<file path="config.mk">
export PLATFORM = sky130hd
export DESIGN_NAME = demux_1x3
export DESIGN_NICKNAME = d
export VERILOG_FILES = /design/src/rtl/demux_1x3.sv
export SDC_FILE = /design/constraint.sdc
export NUM_CORES = 1
export LEC_CHECK = 0
export ABC_AREA = 1
export CORE_AREA = 2 2 39 41
export CTS_BUF_LIST = sky130_fd_sc_hd__clkbuf_4
export CTS_CLUSTER_SIZE = 20
export DETAILED_ROUTE_END_ITERATION = 10
export DIE_AREA = 0 0 41 43
export PLACE_DENSITY_LB_ADDON = 0.25
export SLEW_MARGIN = 20
export SYNTH_ARGS = -nofsm -noshare
export SYNTH_HDL_FRONTEND = slang
export SYNTH_SLANG_ARGS = --single-unit
export TNS_END_PERCENT = 100
</file>
<file path="constraint.sdc">
create_clock -name clk -period 1.6 [get_ports clk]
set_clock_uncertainty 0.1 [all_clocks]
set_input_delay 0.24 -clock clk [delete_from_list [all_inputs] [get_ports clk]]
set_output_delay 0.24 -clock clk [all_outputs]
set_load 0.03 [all_outputs]
</file>
<file path="src/rtl/demux_1x3.sv">
// -----------------------------------------------------------------------------
// demux_1x3 -- registered 1-to-3 stream demultiplexer
//
// Purpose:
//   Steers each beat of a single valid/ready input stream into one of three
//   independent one-entry output registers, chosen by a 2-bit select carried
//   with the beat. Each output has its own valid/ready handshake, so a stalled
//   consumer only blocks beats addressed to it. Select value 3 is illegal: such
//   beats are always accepted and discarded.
//
// Optional feature (compile-time macro DEMUX_DROP_CNT_EN):
//   When defined, an 8-bit saturating counter of discarded select-3 beats is
//   exposed on drop_cnt. When undefined, the port and counter are absent and
//   select-3 beats are still silently consumed.
//
// Ports:
//   clk                      rising-edge clock
//   rst_n                    asynchronous active-low reset
//   in_data   [WIDTH-1:0]    input beat payload
//   in_sel    [1:0]          destination (0/1/2 -> out0/out1/out2, 3 -> drop)
//   in_valid                 producer has a beat
//   in_ready                 beat is accepted this cycle (combinational)
//   outN_data [WIDTH-1:0]    payload held in port N (N = 0..2)
//   outN_valid               port N register holds a beat
//   outN_ready               consumer N takes the beat
//   drop_cnt  [7:0]          illegal-select drop count (DEMUX_DROP_CNT_EN only)
// -----------------------------------------------------------------------------
module demux_1x3 #(
  parameter int WIDTH = 1
) (
  input  logic             clk,
  input  logic             rst_n,
  input  logic [WIDTH-1:0] in_data,
  input  logic [1:0]       in_sel,
  input  logic             in_valid,
  output logic             in_ready,
  output logic [WIDTH-1:0] out0_data,
  output logic [WIDTH-1:0] out1_data,
  output logic [WIDTH-1:0] out2_data,
  output logic             out0_valid,
  output logic             out1_valid,
  output logic             out2_valid,
  input  logic             out0_ready,
  input  logic             out1_ready,
  input  logic             out2_ready
`ifdef DEMUX_DROP_CNT_EN
  ,
  output logic [7:0]       drop_cnt
`endif
);

  localparam int NUM_PORTS = 3;

  // Per-port storage, packed so each port is indexed by the generate loop.
  logic [NUM_PORTS-1:0]            valid_reg;
  logic [NUM_PORTS-1:0][WIDTH-1:0] data_reg;

  // Consumer readies gathered into a vector in port order.
  logic [NUM_PORTS-1:0] ready_vec;

  // One-hot push strobe per port for the beat accepted this cycle.
  logic [NUM_PORTS-1:0] push_vec;

  logic accept;
  logic drop_accept;

  assign ready_vec = {out2_ready, out1_ready, out0_ready};

  // ---------------------------------------------------------------------------
  // Input handshake
  // ---------------------------------------------------------------------------
  // A port can take a new beat when it is empty or is being popped in this same
  // cycle. Only the addressed port matters; illegal selects are always taken.
  // in_valid is deliberately not an input here.
  always_comb begin
    in_ready = 1'b1;
    case (in_sel)
      2'd0:    in_ready = !valid_reg[0] || ready_vec[0];
      2'd1:    in_ready = !valid_reg[1] || ready_vec[1];
      2'd2:    in_ready = !valid_reg[2] || ready_vec[2];
      default: in_ready = 1'b1;
    endcase
  end

  assign accept      = in_valid && in_ready;
  assign drop_accept = accept && (in_sel == 2'd3);

  // ---------------------------------------------------------------------------
  // Output port registers
  // ---------------------------------------------------------------------------
  genvar gi;
  generate
    for (gi = 0; gi < NUM_PORTS; gi++) begin : g_port
      logic pop;

      assign push_vec[gi] = accept && (in_sel == 2'(gi));
      assign pop          = valid_reg[gi] && ready_vec[gi];

      // A push wins over a pop in the same cycle: valid stays high and the
      // register takes the new beat, giving one beat per cycle per port.
      always_ff @(posedge clk or negedge rst_n) begin
        if (!rst_n) begin
          valid_reg[gi] <= 1'b0;
          data_reg[gi]  <= '0;
        end else if (push_vec[gi]) begin
          valid_reg[gi] <= 1'b1;
          data_reg[gi]  <= in_data;
        end else if (pop) begin
          valid_reg[gi] <= 1'b0;
        end
      end
    end
  endgenerate

  assign out0_valid = valid_reg[0];
  assign out1_valid = valid_reg[1];
  assign out2_valid = valid_reg[2];

  assign out0_data  = data_reg[0];
  assign out1_data  = data_reg[1];
  assign out2_data  = data_reg[2];

  // ---------------------------------------------------------------------------
  // Illegal-select drop counter
  // ---------------------------------------------------------------------------
`ifdef DEMUX_DROP_CNT_EN
  logic [7:0] drop_cnt_reg;
  logic [7:0] drop_cnt_next;

  // Saturates at all-ones so a burst of bad selects never reads as "few".
  always_comb begin
    drop_cnt_next = drop_cnt_reg;
    if (drop_accept && (drop_cnt_reg != 8'hFF)) begin
      drop_cnt_next = drop_cnt_reg + 8'd1;
    end
  end

  always_ff @(posedge clk or negedge rst_n) begin
    if (!rst_n) begin
      drop_cnt_reg <= 8'd0;
    end else begin
      drop_cnt_reg <= drop_cnt_next;
    end
  end

  assign drop_cnt = drop_cnt_reg;
`else
  // Illegal beats are consumed through in_ready with no further bookkeeping.
  logic drop_unused;
  assign drop_unused = drop_accept;
`endif

endmodule

</file>
==> impl_metrics.toml <==
[sta]
post-route-period-util = 0.9473
rsz0062_at_grt = "no"
hold_viol = 0
period_minus_slack_ps = 1516
fmax_mhz = 659.8
setup_viol = 0
setup_slack_ps = 84.28
slew_viol_final = 0
relSlewSlack = 0.7888
worst_pin_slew_ps = 316.3

[worst_setup_path]
critPathSlowestCell = "dfrtp_1"
cp-end-kind = "primary output"
start_kind = "flop"
rrSetupSlack_ps = 310
r2r_cells = 6
crit_chain = "clkinvlp_4, o21ai_2, nand3_4, buf_6"
arrival_ps = 1180
crit_type = "flop to primary output"
r2r-start = "out0_valid"
reg2reg_to = "out1_data"
crit_buf_inv = 2
slowest_delay_ps = 390
crit_fanout = 4
cp.required_ps = 1260
critPathTopFamily = "flip-flops"

[floorplanning]
io_pins = 16
rows = 14
die_y_microns = 43
die_w_microns = 41
die-area_sq_um = 1763
core_sq_um = 1384
start_util = 0.2378

[placed_design]
port_buffers = 15
dp_slack_ps = -86.70
hpwl_microns = 607.9
gp_congestion = 0.7041
dpl_cell_area_sq_um = 511.7

[synthesis]
ys_types = 16
synthTopCellsByArea = "dfrtp_1 46%, nand2_1 10%, nand3_2 6.1%"
ys_ff_latch = 6
yosys.cell_count.top_type = "nand2_1"
synth.largest_area_cell = "dfrtp_1"
synth_top_area_share = 0.4563
async_flop_share = 1.000
syn_nets = 47
yosys_warnings = 0
avgSynthCellArea_sq_um = 8.660
synth_edf_count = 0
synthesis.area_sq_um = 329.1
synthCells = 38
synth_commonest_cells = "9 x nand2_1, 6 x dfrtp_1, 5 x inv_1, 3 x nand4_1"
seq_area_frac_synth = 0.4563
yosys_most_used_dff = "dfrtp_1"

[cells_and_area]
fin_nets = 70
drive_gt1_frac = 0.2712
final_area_sq_um = 545.5
final_util = 0.3942
antennaDiodeCount = 0
area_growth_pct = 65.78
nFillCells = 143

[clocking]
clock_tree.buffer_depth = 2
clk_pin_slew_ps = 40
cts_made_buffers = 3
clock-root-buffer = "clkbuf_4"
cts_tree = "done"
clock_sink_count = 6
cts_hold_buffers = 0
clock_latency_ps = 240
ctsHtreeMaxLevel = 1

[pwr]
power_density_nw_per_um2 = 898.0
ir_drop_mv = 0.3525
p_leak_uw = 0.0002984

[global_routing]
grt_pass1_wl_microns = 1179
antenna_found_initial = 0
grt_pass1_vias = 288
grt_start_max_net_pins = 8
gr-total-overflow = 0
gr-usage-all-layers = 0.1032

[route]
vias = 324
route.detailed.drc = 0
antenna_left = 0
dr.pass1.iters = 2
wl_per_cell_microns = 9.733
viasPerCell = 4.320
drt-initial-drc-count = 2
drt_wl_total_microns = 730

[worst_hold_path]
hold_class = "input pin to async pin"

[job]
maxCapViolations = 0

[run_status]
outcome = "completed"
==> final cells by class <==
cell class / instances / area, sq um / area share
Clock buffer: 3 / 22.52 / 0.04128
Inverter: 7 / 30.03 / 0.05505
Multi-Input combinational cell: 25 / 151.4 / 0.2775
Sequential cell: 6 / 150.1 / 0.2752
Tap cell: 16 / 20.02 / 0.03670
Timing Repair Buffer: 18 / 171.4 / 0.3142
==> worst max path at each step <==
stage,end,cells after the start,startpoint
finish,in_ready,4,out0_valid
detailed placement,in_ready,6,in_sel[1]
floorplan,out0_valid,5,out0_valid
CTS,out1_data,1,out1_data
global route,in_ready,4,out0_valid
global placement,in_ready,6,in_sel[1]
==> per-stage QoR <==
stage | hold WS [ps] | cells | total power (uW) | TNS [ps]
3_3_place_gp | 362.0 | 71 | 363.7 | -88.46
2_1_floorplan | -155.6 | 38 | 276.6 | 0
4_1_cts | 146.4 | 74 | 497.3 | 0
6_report | 144.9 | 75 | 489.9 | 0
3_5_place_dp | 362.3 | 71 | 364.9 | -86.70
5_1_grt | 151.4 | 75 | 525.0 | 0
==> placed cells by master, fill, tap and decap left out <==
| cell type | n |
|---|---|
| nand2_1 | 9 |
| clkdlybuf4s50_1 | 6 |
| dlygate4sd2_1 | 6 |
| dfrtp_1 | 6 |
| inv_1 | 5 |
| nand4_1 | 3 |
| clkbuf_4 | 3 |
| buf_4 | 3 |
| nand3_1 | 2 |
| nand3_2 | 2 |
| nor2_1 | 2 |
| dlymetal6s2s_1 | 2 |
| inv_2 | 1 |
| clkinvlp_4 | 1 |
| nor2_2 | 1 |
| o21ai_2 | 1 |
| nor2_4 | 1 |
| nand2_2 | 1 |
| nand3_4 | 1 |
| o21ai_1 | 1 |
| a31oi_1 | 1 |
| buf_6 | 1 |
==> what timing repair did <==
action,4_1_cts,5_1_grt
gates resized for setup,6,4
buffers inserted,0,1
setup endpoints to repair,5,3
pin swaps,0,2
==> per-layer routing <==
metal	vias up	routed length (microns)	GRT usage	part of all wire
li1	166	-	-	-
met4	0	0	0.08000	0
met5	-	0	0	0
met2	9	341	0.1406	0.47
met1	149	331	0.1287	0.45
met3	0	57	0.03141	0.078
==> cells by family (layout without fill, tap and decap cells) <==
logic type / after synthesis / after routing / share of synthesized area
and+or+nand+nor: 22 / 22 / 0.3993
buffers and inverters: 7 / 28 / 0.08363
DFF: 6 / 6 / 0.4563
AOI/OAI and AO/OA: 3 / 3 / 0.06084
==> sequential cells by signal, indices dropped and copies added (netlist names) <==
| register | cells |
|---|---|
| out2_valid | 1 |
| out2_data | 1 |
| out0_data | 1 |
| out0_valid | 1 |
| out1_data | 1 |
| out1_valid | 1 |
==> where the power goes <==
group          internal, uW  switching (uW)  leakage (uW)
logic                  69.3            99.5      0.000207
registers               174            11.4     0.0000772
clock network          84.6            51.2     0.0000138
total                   328             162      0.000298
Power figures use the tool's default switching activity.
